## src/rtl/exec_sequencer.sv

```systemverilog
// exec_sequencer
//
// Purpose:
//   Sits between the decoder and a multi-cycle ALU. Accepts one operation
//   through a valid/ready handshake and registers its operands and opcode
//   toward the ALU. It optionally replaces operand B with an extended
//   immediate, and issues a one-cycle alu_start pulse. It then waits a fixed
//   latency, which depends on the opcode, before capturing alu_result. The
//   captured result, plus an optional PC-relative jump target, is presented
//   to writeback until writeback consumes it.
//
// Parameters:
//   ALU_LATENCY     cycles from alu_start to valid alu_result, single-cycle ops (1..63)
//   MULDIV_LATENCY  cycles from alu_start to valid alu_result, opcodes 4'hE/4'hF (1..63)
//
// Ports:
//   CLOCK_50, reset_n                      clock (rising edge), async active-low reset
//   in_valid / in_ready                    decoder handshake
//   alu_A, alu_B, immediate                operand sources
//   select_immediate, sign_extend          operand B selection and immediate extension
//   alu_opcode, is_jump                    operation and jump flag
//   program_counter, pc_increment_jump     PC and signed 27-bit jump offset
//   alu_A_out, alu_B_out, alu_opcode_out   registered operands to the ALU
//   alu_start / alu_result                 ALU launch pulse and ALU output
//   out_valid / out_ready, result          writeback handshake and captured result
//   pc_jump_valid, program_counter_jumped  jump target and its qualifier
//   busy                                   high whenever the sequencer is not idle

module exec_sequencer #(
  parameter int ALU_LATENCY    = 1,
  parameter int MULDIV_LATENCY = 32
) (
  input  logic        CLOCK_50,
  input  logic        reset_n,
  input  logic        in_valid,
  output logic        in_ready,
  input  logic [31:0] alu_A,
  input  logic [31:0] alu_B,
  input  logic [26:0] immediate,
  input  logic        select_immediate,
  input  logic        sign_extend,
  input  logic [3:0]  alu_opcode,
  input  logic        is_jump,
  input  logic [31:0] program_counter,
  input  logic [26:0] pc_increment_jump,
  output logic [31:0] alu_A_out,
  output logic [31:0] alu_B_out,
  output logic [3:0]  alu_opcode_out,
  output logic        alu_start,
  input  logic [31:0] alu_result,
  output logic        out_valid,
  input  logic        out_ready,
  output logic [31:0] result,
  output logic        pc_jump_valid,
  output logic [31:0] program_counter_jumped,
  output logic        busy
);

  typedef enum logic [1:0] {IDLE, EXEC, DONE} state_t;

  // The counter is loaded with N-1, so EXEC lasts exactly N cycles.
  localparam logic [5:0] ALU_LOAD    = 6'(ALU_LATENCY - 1);
  localparam logic [5:0] MULDIV_LOAD = 6'(MULDIV_LATENCY - 1);

  state_t      state;
  logic [5:0]  lat_count;
  logic        jump_pending;
  logic        transfer;
  logic [31:0] imm_ext;
  logic [31:0] jump_target;
  logic [5:0]  first_count;

  // in_ready is held low while reset is asserted, even though the state is already IDLE.
  assign in_ready = reset_n && ((state == IDLE) || ((state == DONE) && out_ready));
  assign transfer = in_valid && in_ready;
  assign busy     = (state != IDLE);

  assign imm_ext     = {(sign_extend ? {5{immediate[26]}} : 5'b0), immediate};
  assign jump_target = program_counter + {{5{pc_increment_jump[26]}}, pc_increment_jump};

  // The opcode seen on the transfer edge is the one being captured, so its
  // latency choice is identical to one made from alu_opcode_out afterward.
  assign first_count = ((alu_opcode == 4'hE) || (alu_opcode == 4'hF)) ? MULDIV_LOAD : ALU_LOAD;

  // Sequencer state machine.
  // A transfer in IDLE or DONE overrides the DONE->IDLE path. This gives
  // zero-bubble back-to-back operation.
  // alu_result is captured on the edge that ends the last EXEC cycle.
  always_ff @(posedge CLOCK_50 or negedge reset_n) begin
    if (!reset_n) begin
      state                  <= IDLE;
      lat_count              <= '0;
      jump_pending           <= 1'b0;
      alu_A_out              <= '0;
      alu_B_out              <= '0;
      alu_opcode_out         <= '0;
      alu_start              <= 1'b0;
      out_valid              <= 1'b0;
      result                 <= '0;
      pc_jump_valid          <= 1'b0;
      program_counter_jumped <= '0;
    end else begin
      alu_start <= 1'b0;
      case (state)
        IDLE: begin
        end
        EXEC: begin
          if (lat_count == '0) begin
            result        <= alu_result;
            out_valid     <= 1'b1;
            pc_jump_valid <= jump_pending;
            state         <= DONE;
          end else begin
            lat_count <= lat_count - 6'd1;
          end
        end
        DONE: begin
          if (out_ready) begin
            out_valid     <= 1'b0;
            pc_jump_valid <= 1'b0;
            state         <= IDLE;
          end
        end
        default: state <= IDLE;
      endcase
      if (transfer) begin
        alu_A_out              <= alu_A;
        alu_B_out              <= select_immediate ? imm_ext : alu_B;
        alu_opcode_out         <= alu_opcode;
        alu_start              <= 1'b1;
        lat_count              <= first_count;
        jump_pending           <= is_jump;
        program_counter_jumped <= is_jump ? jump_target : 32'd0;
        state                  <= EXEC;
      end
    end
  end

endmodule
```

## config.mk

```make
export PLATFORM = sky130hd
export DESIGN_NAME = exec_sequencer
export DESIGN_NICKNAME = d
export VERILOG_FILES = /design/src/rtl/exec_sequencer.sv
export SDC_FILE = /design/constraint.sdc
export NUM_CORES = 1
export LEC_CHECK = 0
export ABC_CLOCK_PERIOD_IN_PS = 3440
export BUFFER_PORTS_ARGS = -buffer_cell sky130_fd_sc_hd__buf_2
export CAP_MARGIN = 20
export CORE_MARGIN = 2
export CORE_UTILIZATION = 35
export DETAILED_ROUTE_END_ITERATION = 8
export SETUP_SLACK_MARGIN = 0.02
export SLEW_MARGIN = 20
export SYNTH_ARGS = -nofsm -noshare
export SYNTH_HDL_FRONTEND = slang
export SYNTH_SLANG_ARGS = --single-unit
```

## constraint.sdc

```tcl
create_clock -name CLOCK_50 -period 3.44 [get_ports CLOCK_50]
set_clock_uncertainty 0.1 [all_clocks]
set_input_delay 0 -clock CLOCK_50 [delete_from_list [all_inputs] [get_ports CLOCK_50]]
set_output_delay 0 -clock CLOCK_50 [all_outputs]
set_load 0.01 [all_outputs]
```

==> out/qor.csv, run 1 <==
stage;metric;value;unit
yosys;synthesis.area;7500;um2
hold_path;hp-start;pc_increment_jump[7];
timing;fin_tns_setup;0;ns
grt;grt_pass1_vias;7311;
hold_path;min_path_cells;4;
timing;holdWs;0.0185;ns
grt;grt_util_all_layers;20.6;%
detailed_routing;drt_iter0_drc;374;
yosys;ys_warn_count;0;
worst_setup_path;timing.rr.end;program_counter_jumped[0];
detailed_routing;drtAntennaViolNets;0;
worst_setup_path;critical_path_class;flip-flop to flip-flop;
die;initial_core_util;35.7;%
yosys;synth_area_leaders;dfrtp_1 (48%), nand2_1 (9.8%), ha_1 (5.5%), mux2_2 (5.0%), o21ai_0 (4.0%);
cells_and_area;area_growth_syn_to_layout;52.1;%
timing;tightest_slew;0.833;ns
yosys;syn_avg_cell_area;9.60;um2
cells_and_area;num_antenna_cells;0;
yosys;seq_area_frac_synth;48.0;%
die;die_area;22600;um2
cts;cts-root-buf;clkbuf_16;
timing;hold_viol;0;
grt;grt_max_degree;91;
worst_setup_path;slowest_delay;0.58;ns
grt;grt_pass1_wl;36600;um
cts;clockBufferDepth;2;
yosys;yosys.area.top_type_share;48.0;%
detailed_routing;num_vias;7332;
pwr;irDropWorstVdd;0.291;mV
timing;drv_slew;0;
yosys;syn_nets;1008;
cells_and_area;nFillCells;1835;
yosys;synthTopCellsByCount;nand2_1 (195), dfrtp_1 (144), o21ai_0 (60);
worst_setup_path;rr_worst_depth;8;
cts;htree_levels;4;
yosys;yosys_most_used_dff;dfrtp_1;
placement;place_congestion;0.840;
timing;fin_crit_sh;71.6;%
timing;rsz0062_at_grt;false;
yosys;async_flop_share;100;%
hold_path;hp-class;primary input to flip-flop;
die;die-width;150;um
run;cap_violations;0;
placement;port_buffers;329;
pwr;power_density;677;nW/um2
worst_setup_path;required;3.70;ns
placement;hpwl;16700;um
detailed_routing;firstDrtPassIters;5;
detailed_routing;drc_errors;0;
worst_setup_path;slowest_stage;dlygate4sd3_1;
cells_and_area;drive_gt1_share;33.4;%
detailed_routing;wl_per_cell;15.6;um
cells_and_area;nets;1467;
pwr;p_leak;5.90;nW
cts;clkTransAtPathRegs;0.06;ns
die;rows;53;
cts;cts_buffers;17;
worst_setup_path;path_buf_inv;3;
timing;timing.fmax;0.406;GHz
hold_path;min_to;program_counter_jumped[7];
die;io-pin-count;330;
status;status;completed;
cts;clock-sinks;144;
grt;antenna_found_initial;0;
yosys;yosysMostFrequentCell;nand2_1;
worst_setup_path;timing.rr.start;state[1];
yosys;syn_inst;781;
worst_setup_path;crit_path_cell_trace;nor2b_1, nor3b_2, nand2_4, inv_1, buf_4, nand3_1, dlygate4sd3_1, nand2_1;
yosys;synth_area_leader_cell;dfrtp_1;
detailed_routing;via_per_inst;4.80;
worst_setup_path;crit_arrival;2.72;ns
worst_setup_path;cp_top_family;buffers and inverters;
worst_setup_path;r2r_slack;0.98;ns
timing;finalCriticalPeriod;2.46;ns
yosys;synth_seq_cells;144;
timing;setup_viol;0;
die;coreArea;21000;um2
grt;grt.overflow.total;0;
timing;slew_headroom;44.5;%
worst_setup_path;crit_start;state[1];
cts;clk_latency;0.41;ns
yosys;post_synth_num_cell_types;65;
worst_setup_path;cp_max_fo;46;
yosys;synth-edff-count;0;
detailed_routing;drt_wl_total;23900;um
cts;cts_tree;built;
worst_setup_path;startpoint_type;flip-flop;
worst_setup_path;critPathCaptureType;flip-flop;
die;die_h;150;um
==> layout by cell type, fill, tap and decap left out, types with 8 or more instances in the layout <==
cell and instances:
inv_1 15, ha_1 33, dfrtp_1 144, clkbuf_16 17, buf_2 329, a21oi_1 44, o21ai_0 60, nor2_1 36
xor2_1 15, xnor2_1 11, dlygate4sd3_1 141, nand3_1 8, o21ai_1 9, mux2i_1 28, nand2_1 195, a21o_1 11
mux2_2 33
==> logic make-up (layout without fill, tap and decap cells) <==
group	Yosys count	in the layout	share of synthesized area [%]
and+or+nand+nor	280	280	15.9
AOI/OAI and AO/OA	184	184	15.6
buffers and inverters	52	524	2.94
DFF	144	144	48.0
xor gates and xnor gates	26	26	3.04
adders and majority gates	34	34	5.77
muxes	61	61	8.69
==> state kept, by name, indices dropped and copies added (netlist names) <==
register	cells
lat_count	6
jump_pending	1
state	2
alu_opcode_out	4
out_valid	1
result	32
alu_A_out	32
program_counter_jumped	32
alu_B_out	32
alu_start	1
pc_jump_valid	1
==> metrics by stage <==
stage | worst slack [ns] | cell area (um2) | utilization (%) | total power, W | cells
floorplan | 1.49 | 7500 | - | 0.00436 | 781
global placement | 1.06 | 9380 | 44.6 | 0.00563 | 1354
detailed placement | 0.938 | 9380 | 44.6 | 0.00569 | 1354
CTS | 0.969 | 11400 | 54.3 | 0.00777 | 1528
global route | 0.755 | 11400 | 54.3 | 0.00825 | 1528
finish | 0.978 | 11400 | 54.3 | 0.00772 | 1528
==> layer usage <==
layer / track usage, % / vias up / wire, um
met3: 5.12 / 48 / 1690
met2: 35.3 / 265 / 11600
met5: 0 / - / 0
met4: 9.01 / 0 / 774
li1: - / 3638 / -
met1: 24.3 / 3381 / 9780
==> worst reg2reg max path: stages, from the launching register on <==
cell and delay [ns]:
dfrtp_1 0.40, nor2b_1 0.16, nor3b_2 0.27, nand2_4 0.15, inv_1 0.10, buf_4 0.42, nand3_1 0.16, dlygate4sd3_1 0.58
nand2_1 0.07
==> area by class of cell <==
class                      count  area [um2]  area share [%]
clock buffer                  17         425            3.73
clock inverter                15         184            1.61
inverter                      15        56.3           0.494
multi-input combinational    585        3680            32.2
sequential                   144        3600            31.6
tap                          275         344            3.02
timing repair buffer         477        3120            27.3
==> where the power goes <==
group	leakage (nW)	switching, W	internal, W
Clock	0.295	0.000799	0.00110
Sequential	1.79	0.000434	0.00248
Combinational	3.81	0.00159	0.00131
==> repair_timing <==
item | CTS | global route
hold endpoints to repair | 178 | 0
gates resized for setup | 0 | 0
setup buffers | 0 | 0
hold buffers | 142 | 0
==> worst max path at each step <==
stage                                      end  slack, ns  cells past startpoint
floorplan           program_counter_jumped[22]       1.49                     10
global placement    program_counter_jumped[22]       1.06                     11
detailed placement  program_counter_jumped[22]       0.94                     11
CTS                  program_counter_jumped[0]       0.97                      8
global route         program_counter_jumped[0]       0.75                      8
finish               program_counter_jumped[0]       0.98                      8
No activity file was read; power rests on OpenSTA's default activity.
==> inputs of run 2 (changes only) <==
Settings changed: ABC_CLOCK_PERIOD_IN_PS 3440 to 2000.
Clock period 3.44 ns to 2 ns, I/O delays scaled along.
==> run 2 against run 1 <==
Compared with the run above:
- setup slack worse by 0.81 ns
- fmax is 34% higher
- combinational power is 80% higher
- routed wire length is 2.1% higher
- global-route usage is 0.54 points higher
- die area stayed put
- highest routed layer unchanged
- first-iteration DRC count stayed put
- design area is 5.9% higher
- hold slack better by 0.015 ns
- sequential power is 71% higher
- largest cell class is now buffers
- sequential share of layout area is 1.8 points lower
- via count is 3.7% higher
==> out/qor.csv, run 2 (synthesis results as in run 1) <==
stage;metric;value;unit;change
pwr;p_clk_share;25.7;%;+1.0 points
pwr;p_leak;6.31;nW;+7.0%
worst_setup_path;cp_max_fo;91;;+98%
detailed_routing;drc_errors;0;;unchanged
grt;grt_pass1_wl;37700;um;+3.2%
timing;fin_ws;0.163;ns;-0.815 ns
worst_setup_path;critical_path_class;flip-flop to flip-flop;;
cts;cts-root-buf;clkbuf_16;;
hold_path;min_path_cells;5;;+1
worst_setup_path;required;2.17;ns;-1.53 ns
timing;setup_viol;0;;unchanged
detailed_routing;firstDrtPassIters;5;;unchanged
detailed_routing;drtAntennaViolNets;0;;unchanged
cells_and_area;regArea;3600;um2;unchanged
grt;grt_util_all_layers;21.1;%;+0.54 points
grt;antenna_found_initial;1;;+1
cells_and_area;final_cell_mix;buf_2 (328), nand2_1 (194), dfrtp_1 (144), dlygate4sd3_1 (137), buf_4 (80);;
worst_setup_path;rr_worst_depth;7;;-1
pwr;power_density;1140;nW/um2;+69%
cts;clk_latency;0.41;ns;about the same
grt;grt_pass1_vias;7623;;+4.3%
detailed_routing;via_per_inst;4.74;;-1.2%
worst_setup_path;timing.rr.start;state[1];;
timing;holdWs;0.0333;ns;+0.0148 ns
worst_setup_path;critPathCaptureType;flip-flop;;
die;die_h;150;um;unchanged
placement;place_ws;-0.346;ns;-1.28 ns
cells_and_area;nets;1541;;+5.0%
pwr;intPower;0.00887;W;+81%
detailed_routing;wl_per_cell;15.2;um;-2.7%
timing;drv_slew;0;;unchanged
timing;slew_headroom;49.6;%;+5.2 points
pwr;power;0.0138;W;+79%
worst_setup_path;crit_arrival;2.01;ns;-0.71 ns
timing;timing.fmax;0.545;GHz;+34%
cts;cts_tree;built;;
worst_setup_path;timing.rr.end;alu_B_out[8];;
cells_and_area;multi_input_area;3690;um2;+0.37%
detailed_routing;num_vias;7600;;+3.7%
die;initial_core_util;35.7;%;unchanged
grt;grt.overflow.total;0;;unchanged
placement;hpwl;17200;um;+3.2%
cts;htree_levels;4;;unchanged
cts;clockBufferDepth;2;;unchanged
timing;tightest_slew;0.756;ns;-0.0775 ns
timing;rsz0062_at_grt;true;;
worst_setup_path;startpoint_type;flip-flop;;
timing;finalCriticalPeriod;1.84;ns;-0.626 ns
die;coreArea;21000;um2;unchanged
cts;clkTransAtPathRegs;0.06;ns;about the same
status;status;completed;;
timing;hold_viol;0;;unchanged
pwr;irDropWorstVdd;0.464;mV;+60%
hold_path;hp-class;primary input to flip-flop;;
die;die_area;22600;um2;unchanged
die;io-pin-count;330;;unchanged
worst_setup_path;r2r_slack;0.16;ns;-0.81 ns
pwr;share_comb_of_total_power;38.0;%;+0.4 points
cells_and_area;final_common_cell;buf_2;;
timing;fin_crit_sh;91.8;%;+20 points
hold_path;hp-start;pc_increment_jump[15];;
cells_and_area;drive_gt1_share;37.9;%;+4.5 points
timing;fin_tns_setup;0;ns;unchanged
placement;port_buffers;329;;unchanged
cells_and_area;area_growth_syn_to_layout;61.1;%;
die;rows;53;;unchanged
detailed_routing;drt_iter0_drc;374;;unchanged
pwr;swShare;35.6;%;-0.95 points
pwr;power.switching;0.00491;W;+74%
cts;clock-sinks;144;;unchanged
grt;grt_max_degree;145;;+59%
cells_and_area;nFillCells;1823;;-0.65%
detailed_routing;drt_wl_total;24400;um;+2.1%
cts;cts_buffers;17;;unchanged
placement;place_congestion;0.862;;+2.5%
run;cap_violations;0;;unchanged
pwr;p_seq_share;36.3;%;-1.5 points
hold_path;min_to;program_counter_jumped[15];;
die;die-width;150;um;unchanged
## run 2: changes by cell type in the layout (fill, tap and decap cells not counted), sizes merged
| cell | change |
|---|---|
| clkinvlp | -1 |
| dlygate4sd3 | -4 |
| bufinv | +2 |
| diode | +1 |
| inv | -1 |
| buf | +78 |
## run 2: cell type report
class                           count  area share (%)
Multi-Input combinational cell    585            30.5
Timing Repair Buffer              551            30.8
Clock inverter                     15            1.94
Antenna cell                        1          0.0207
Sequential cell                   144            29.8
Tap cell                          275            2.85
Clock buffer                       17            3.52
Inverter                           15           0.497
## run 2: per-layer routing
layer | track usage, % | wire [um] | vias up
met5 | 0 | 0 | -
met4 | 7.64 | 557 | 0
met3 | 4.58 | 1600 | 41
met2 | 37.0 | 12000 | 254
met1 | 25.4 | 10200 | 3524
li1 | - | - | 3781
## run 2: metrics by stage
step	area (um2)	std cells	utilization [%]
after floorplan	7500	781	-
after global placement	10000	1429	47.6
after detailed placement	10000	1429	47.6
after CTS	12000	1598	57.3
after global routing	12100	1603	57.5
final	12100	1603	57.5
## run 2: worst max-delay path by stage
stage,cells after the start,slack (ns),from,to
after floorplan,10,0.05,program_counter[0],program_counter_jumped[22]
after global placement,10,-0.25,program_counter[0],program_counter_jumped[31]
after detailed placement,12,-0.35,program_counter[0],program_counter_jumped[22]
after CTS,7,0.06,state[1],program_counter_jumped[25]
after global routing,7,0.002,state[1],program_counter_jumped[23]
final,7,0.16,state[1],alu_B_out[8]
## run 2: critical path: stages, from the launching register on
cell and delay (ns):
dfrtp_1 0.37, nor2b_1 0.15, nor3b_2 0.28, nand2_4 0.16, buf_4 0.18, buf_12 0.19, nand2_1 0.13, o21ai_0 0.11
## run 2: repair_timing
action | CTS | global route
hold endpoints to repair | 256 | 0
buffers inserted | 0 | 4
hold buffers | 137 | 0
pin swaps | 0 | 2
gates resized for setup | 1 | 5
cloned | 0 | 0
endpoints found under the setup margin | 16 | 26
## run 2: power groups by stage
stage	sequential, W	combinational [W]	clock (W)
2_1_floorplan	0.00560	0.00191	0
3_3_place_gp	0.00499	0.00492	0
6_report	0.00500	0.00523	0.00354
3_5_place_dp	0.00502	0.00500	0
4_1_cts	0.00498	0.00523	0.00363
5_1_grt	0.00518	0.00580	0.00376
